### config.mk
export PLATFORM = sky130hd
export DESIGN_NAME = pipeline_fetch_queue
export DESIGN_NICKNAME = d
export VERILOG_FILES = /design/src/rtl/pipeline_fetch_queue.sv
export SDC_FILE = /design/constraint.sdc
export NUM_CORES = 1
export LEC_CHECK = 0
export BUFFER_PORTS_ARGS = -buffer_cell sky130_fd_sc_hd__buf_2
export CORE_UTILIZATION = 56
export DETAILED_ROUTE_END_ITERATION = 10
export HOLD_SLACK_MARGIN = 0.03
export PLACE_DENSITY = 0.79
export SYNTH_ARGS = -nofsm -noshare
export SYNTH_HDL_FRONTEND = slang
export SYNTH_SLANG_ARGS = --single-unit
### constraint.sdc
create_clock -name clk -period 2.9 [get_ports clk]
set_input_delay 0.29 -clock clk [delete_from_list [all_inputs] [get_ports clk]]
set_output_delay 0.29 -clock clk [all_outputs]
set_load 0.03 [all_outputs]
### src/rtl/pipeline_fetch_queue.sv
// Instruction fetch front end: PC generation, synchronous instruction-memory
// reads, and a small FIFO of {instruction, PC} entries toward decode.
// It stops fetching after a HALT opcode (2'b11) and restarts on redirect.
module pipeline_fetch_queue #(
  parameter int ADDR_W  = 8,
  parameter int INSTR_W = 16,
  parameter int DEPTH   = 4
) (
  input  logic                     clk,
  input  logic                     reset,
  output logic                     imem_req,
  output logic [ADDR_W-1:0]        imem_addr,
  input  logic [INSTR_W-1:0]       imem_rdata,
  output logic                     dec_valid,
  input  logic                     dec_ready,
  output logic [INSTR_W-1:0]       dec_instr,
  output logic [ADDR_W-1:0]        dec_pc,
  input  logic                     redirect,
  input  logic [ADDR_W-1:0]        redirect_pc,
  output logic                     halted,
  output logic [$clog2(DEPTH):0]   count
);

  localparam int PTR_W = $clog2(DEPTH);
  localparam int CNT_W = PTR_W + 1;
  localparam logic [CNT_W:0] DEPTH_EXT = DEPTH[CNT_W:0];
  localparam logic [1:0]     OP_HALT   = 2'b11;

  typedef enum logic [0:0] {
    ST_RUN  = 1'b0,
    ST_HALT = 1'b1
  } state_e;

  state_e              st_q, st_d;
  logic [ADDR_W-1:0]   pc_q, pc_d;
  logic [ADDR_W-1:0]   issue_pc_q, issue_pc_d;
  logic                inflight_q, inflight_d;
  logic [PTR_W-1:0]    wr_ptr_q, wr_ptr_d;
  logic [PTR_W-1:0]    rd_ptr_q, rd_ptr_d;
  logic [CNT_W-1:0]    count_q, count_d;
  logic [INSTR_W-1:0]  hold_instr_q, hold_instr_d;
  logic [ADDR_W-1:0]   hold_pc_q, hold_pc_d;
  logic [INSTR_W-1:0]  fifo_instr_q [DEPTH];
  logic [ADDR_W-1:0]   fifo_pc_q [DEPTH];

  logic                resp_live;
  logic                resp_halt;
  logic                push;
  logic                pop;
  logic [CNT_W:0]      occupancy;

  // Handshake, issue decision and head presentation.
  // A returning HALT word blocks issue in its own cycle so nothing is
  // fetched past the HALT instruction.
  always_comb begin
    resp_live = inflight_q && !redirect;
    resp_halt = resp_live && (imem_rdata[INSTR_W-1 -: 2] == OP_HALT);
    occupancy = {1'b0, count_q} + {{CNT_W{1'b0}}, inflight_q};
    imem_req  = reset && (st_q == ST_RUN) && !redirect && !resp_halt &&
                (occupancy < DEPTH_EXT);
    imem_addr = pc_q;
    dec_valid = (count_q != {CNT_W{1'b0}});
    pop       = dec_valid && dec_ready;
    push      = resp_live;
    halted    = (st_q == ST_HALT);
    count     = count_q;
    if (dec_valid) begin
      dec_instr = fifo_instr_q[rd_ptr_q];
      dec_pc    = fifo_pc_q[rd_ptr_q];
    end else begin
      dec_instr = hold_instr_q;
      dec_pc    = hold_pc_q;
    end
  end

  // Next-state logic for PC, fetch state, in-flight tracking and FIFO pointers.
  always_comb begin
    st_d         = st_q;
    pc_d         = pc_q;
    issue_pc_d   = issue_pc_q;
    inflight_d   = inflight_q;
    wr_ptr_d     = wr_ptr_q;
    rd_ptr_d     = rd_ptr_q;
    count_d      = count_q;
    hold_instr_d = hold_instr_q;
    hold_pc_d    = hold_pc_q;

    if (dec_valid) begin
      hold_instr_d = dec_instr;
      hold_pc_d    = dec_pc;
    end else begin
      hold_instr_d = hold_instr_q;
      hold_pc_d    = hold_pc_q;
    end

    if (redirect) begin
      // Flush: any pending response is dropped because inflight clears and
      // no request is issued in this cycle.
      st_d       = ST_RUN;
      pc_d       = redirect_pc;
      inflight_d = 1'b0;
      wr_ptr_d   = {PTR_W{1'b0}};
      rd_ptr_d   = {PTR_W{1'b0}};
      count_d    = {CNT_W{1'b0}};
    end else begin
      if (imem_req) begin
        pc_d       = pc_q + ADDR_W'(1'b1);
        issue_pc_d = pc_q;
      end else begin
        pc_d       = pc_q;
        issue_pc_d = issue_pc_q;
      end
      inflight_d = imem_req;

      if (resp_halt) begin
        st_d = ST_HALT;
      end else begin
        st_d = st_q;
      end

      if (push) begin
        wr_ptr_d = wr_ptr_q + PTR_W'(1'b1);
      end else begin
        wr_ptr_d = wr_ptr_q;
      end

      if (pop) begin
        rd_ptr_d = rd_ptr_q + PTR_W'(1'b1);
      end else begin
        rd_ptr_d = rd_ptr_q;
      end

      case ({push, pop})
        2'b10:   count_d = count_q + CNT_W'(1'b1);
        2'b01:   count_d = count_q - CNT_W'(1'b1);
        default: count_d = count_q;
      endcase
    end
  end

  // Control state registers with synchronous active-low reset.
  always_ff @(posedge clk) begin
    if (!reset) begin
      st_q         <= ST_RUN;
      pc_q         <= {ADDR_W{1'b0}};
      issue_pc_q   <= {ADDR_W{1'b0}};
      inflight_q   <= 1'b0;
      wr_ptr_q     <= {PTR_W{1'b0}};
      rd_ptr_q     <= {PTR_W{1'b0}};
      count_q      <= {CNT_W{1'b0}};
      hold_instr_q <= {INSTR_W{1'b0}};
      hold_pc_q    <= {ADDR_W{1'b0}};
    end else begin
      st_q         <= st_d;
      pc_q         <= pc_d;
      issue_pc_q   <= issue_pc_d;
      inflight_q   <= inflight_d;
      wr_ptr_q     <= wr_ptr_d;
      rd_ptr_q     <= rd_ptr_d;
      count_q      <= count_d;
      hold_instr_q <= hold_instr_d;
      hold_pc_q    <= hold_pc_d;
    end
  end

  // FIFO storage; contents are only observed while count is non-zero, so no reset.
  always_ff @(posedge clk) begin
    if (reset && push) begin
      fifo_instr_q[wr_ptr_q] <= imem_rdata;
      fifo_pc_q[wr_ptr_q]    <= issue_pc_q;
    end
  end

endmodule

==> results.toml <==
[yosys]
syn_area_sq_um = 5820
synth_cell_type_count = 40
syn_avg_cell_area_sq_um = 16.5
syn_nets = 388
yosysSeqAreaShare_pct = 67.1
yosysWarnings = 0
ys_seq_elements = 147
synthFlopType = "edfxtp_1"
synth_cells = 353
async_flop_share_pct = 0
synth_edf_count = 96

[routing]
drc = 0
vias_per_cell = 5.52
drtIter0Drc = 187
dr.pass1.iters = 4
wl_per_cell_um = 18.1
vias = 3261
antenna_left = 0
drt_wl_total_mm = 10.7

[min_path]
min_from = "redirect_pc[0]"
hold_class = "input pin to flip-flop"

[timing]
tns_ns = 0
slew_headroom_pct = 67.4
fmax_mhz = 383
min_period_over_period_pct = 90.1
min_period_ns = 2.61
skew_ns = 0.00559
rsz0062_at_grt = "false"
worst_pin_slew_ns = 0.490
setup_violations = 0
hold_viol = 0
finalMaxSlewViolations = 0

[clocking]
clkLatencyLatePin_ns = 0.53
clockBufferDepth = 2
cts_made_buffers = 17
cts_setup_buffers = 0
cts.sinks = 147
cts_tree = "yes"
h-tree-depth = 4
clock-root-buffer = "clkbuf_8"
path_clk_slew_ns = 0.06

[floorplanning]
ios = 66
die-area_sq_um = 10800
core_area_sq_um = 9910
start_util_pct = 58.7
die_x_um = 104
rows = 36
die_y_um = 104

[global_route]
grt_overflow = 0
grt_first_pass_wirelength_mm = 17.5
first_global_vias = 3426
use_met1_pct = 25.7
antenna_found_initial = 0
gr-usage-all-layers_pct = 21.8
grt_use_met2_pct = 38.0
met3_usage_pct = 5.95
top_usage_layer = "met2"
grt_max_degree = 30

[critical_path]
worst-setup-path-type = "flip-flop to output port"
end_kind = "output port"
cp-endpoint = "dec_pc[2]"
reg2reg_depth = 8
critPathMaxFanout = 17
worstPathRequired_ns = 2.61
worstPathCellList = "buf_12, mux4_1, mux2_2, buf_2"
timing.rr.end = "count[2]"
startpoint_type = "flip-flop"
cp_slowest_stage_delay_ns = 0.56
crit_arrival_ns = 2.32
slowest_stage = "mux4_1"
timing.rr.start = "count[2]"
reg2reg_slack_ns = 0.79

[cells_and_area]
most-common-layout-cells = "edfxtp_1 (96), buf_2 (65), dfxtp_1 (50)"
fillers = 622
drive_above_1_share_pct = 33.0
multi_input_area_sq_um = 1730
syn2layout_area_growth_pct = 21.0
fin_cells = 591
regArea_sq_um = 3910
antenna_cells = 0
nets = 480
stdcell_area_sq_um = 7040
final_common_cell = "edfxtp_1"

[place]
gp_congestion = 0.790
dp.cells = 541
dp_hpwl_mm = 6.38
io_buffers = 65
place_area_sq_um = 6250

[power]
leakage_uw = 0.00266
vdd_drop_max_mv = 0.466
powerDensity_nw_per_um2 = 672

[outcome]
status = "completed"

[run]
maxCapViolations = 0
## layout make-up
cell class              count  area share [%]
multi-input cells         178            24.5
inverters                   9           0.480
well taps                 133            2.36
clock buffers              22            6.43
flip-flops and latches    147            55.5
clock inverters            10            2.22
repair buffers             92            8.49
## power by group
group / switching (uW) / internal [uW] / leakage, uW / total, uW
clock: 785 / 1440 / 0.000299 / 2220
combinational: 132 / 98.0 / 0.00105 / 230
sequential: 26.2 / 2250 / 0.00131 / 2280
## logic make-up after synthesis
family,count (synthesis),share of synthesized area (%)
buffers and inverters,28,3.21
and+or+nand+nor,94,8.67
DFF,147,67.1
xor gates and xnor gates,5,0.753
adders and majority gates,7,1.63
AOI/OAI and AO/OA,23,2.97
muxes,49,15.7
## stage by stage
stage	setup slack, ns	power [uW]	util [%]	hold WS, ns
final	0.288	4730	71.0	0.0709
after detailed placement	0.671	2530	63.1	0.470
after global placement	0.792	2530	63.1	0.468
after floorplan	0.468	2460	-	0.389
after CTS	0.236	4760	71.0	0.0539
after global routing	0.197	4860	71.0	0.101
## critical path, delay by kind of cell (launching register included)
family	cells	cell delay [ns]
muxes	2	0.85
buffers and inverters	2	0.42
DFF	1	0.52
## worst min-delay path by stage
stage,to,slack [ns],depth (start not counted)
global route,imem_addr[0],0.10,4
floorplan,fifo_instr_q[0][0],0.39,0
finish,imem_addr[0],0.07,4
CTS,imem_addr[0],0.05,4
global placement,halted,0.47,2
detailed placement,halted,0.47,2
## registers in the layout, summed over array words and instances, names as in the netlist, named ones only
name,cells
halted,1
imem_addr,8
rd_ptr_q,2
hold_instr_q,16
fifo_pc_q,32
inflight_q,1
count,3
fifo_instr_q,64
issue_pc_q,8
wr_ptr_q,2
hold_pc_q,8
## cell usage after synthesis, types with 5 or more instances
cell type / instances / area (sq um)
and2_1: 25 / 156
and3_1: 10 / 62.6
nand2_1: 21 / 78.8
a21boi_0: 8 / 60.1
buf_2: 6 / 30.0
clkbuf_1: 6 / 22.5
mux4_2: 20 / 450
ha_1: 6 / 75.1
mux2_4: 20 / 300
nor2_1: 9 / 33.8
dfxtp_1: 51 / 1020
edfxtp_1: 96 / 2880
inv_1: 7 / 26.3
nand3_1: 8 / 40.0
nor3_1: 6 / 30.0
nand4_1: 5 / 31.3
## metal layers
metal | vias up | routed length, um
li1 | 1520 | -
met2 | 81 | 5630
met1 | 1647 | 4390
met4 | 0 | 129
met3 | 13 | 518
met5 | - | 0
## what timing repair did
| action | in CTS | in global routing |
|---|---|---|
| resized for setup | 0 | 0 |
| hold endpoints to repair | 66 | 0 |
| hold buffers | 18 | 0 |
No activity file was read; power rests on OpenSTA's default activity.
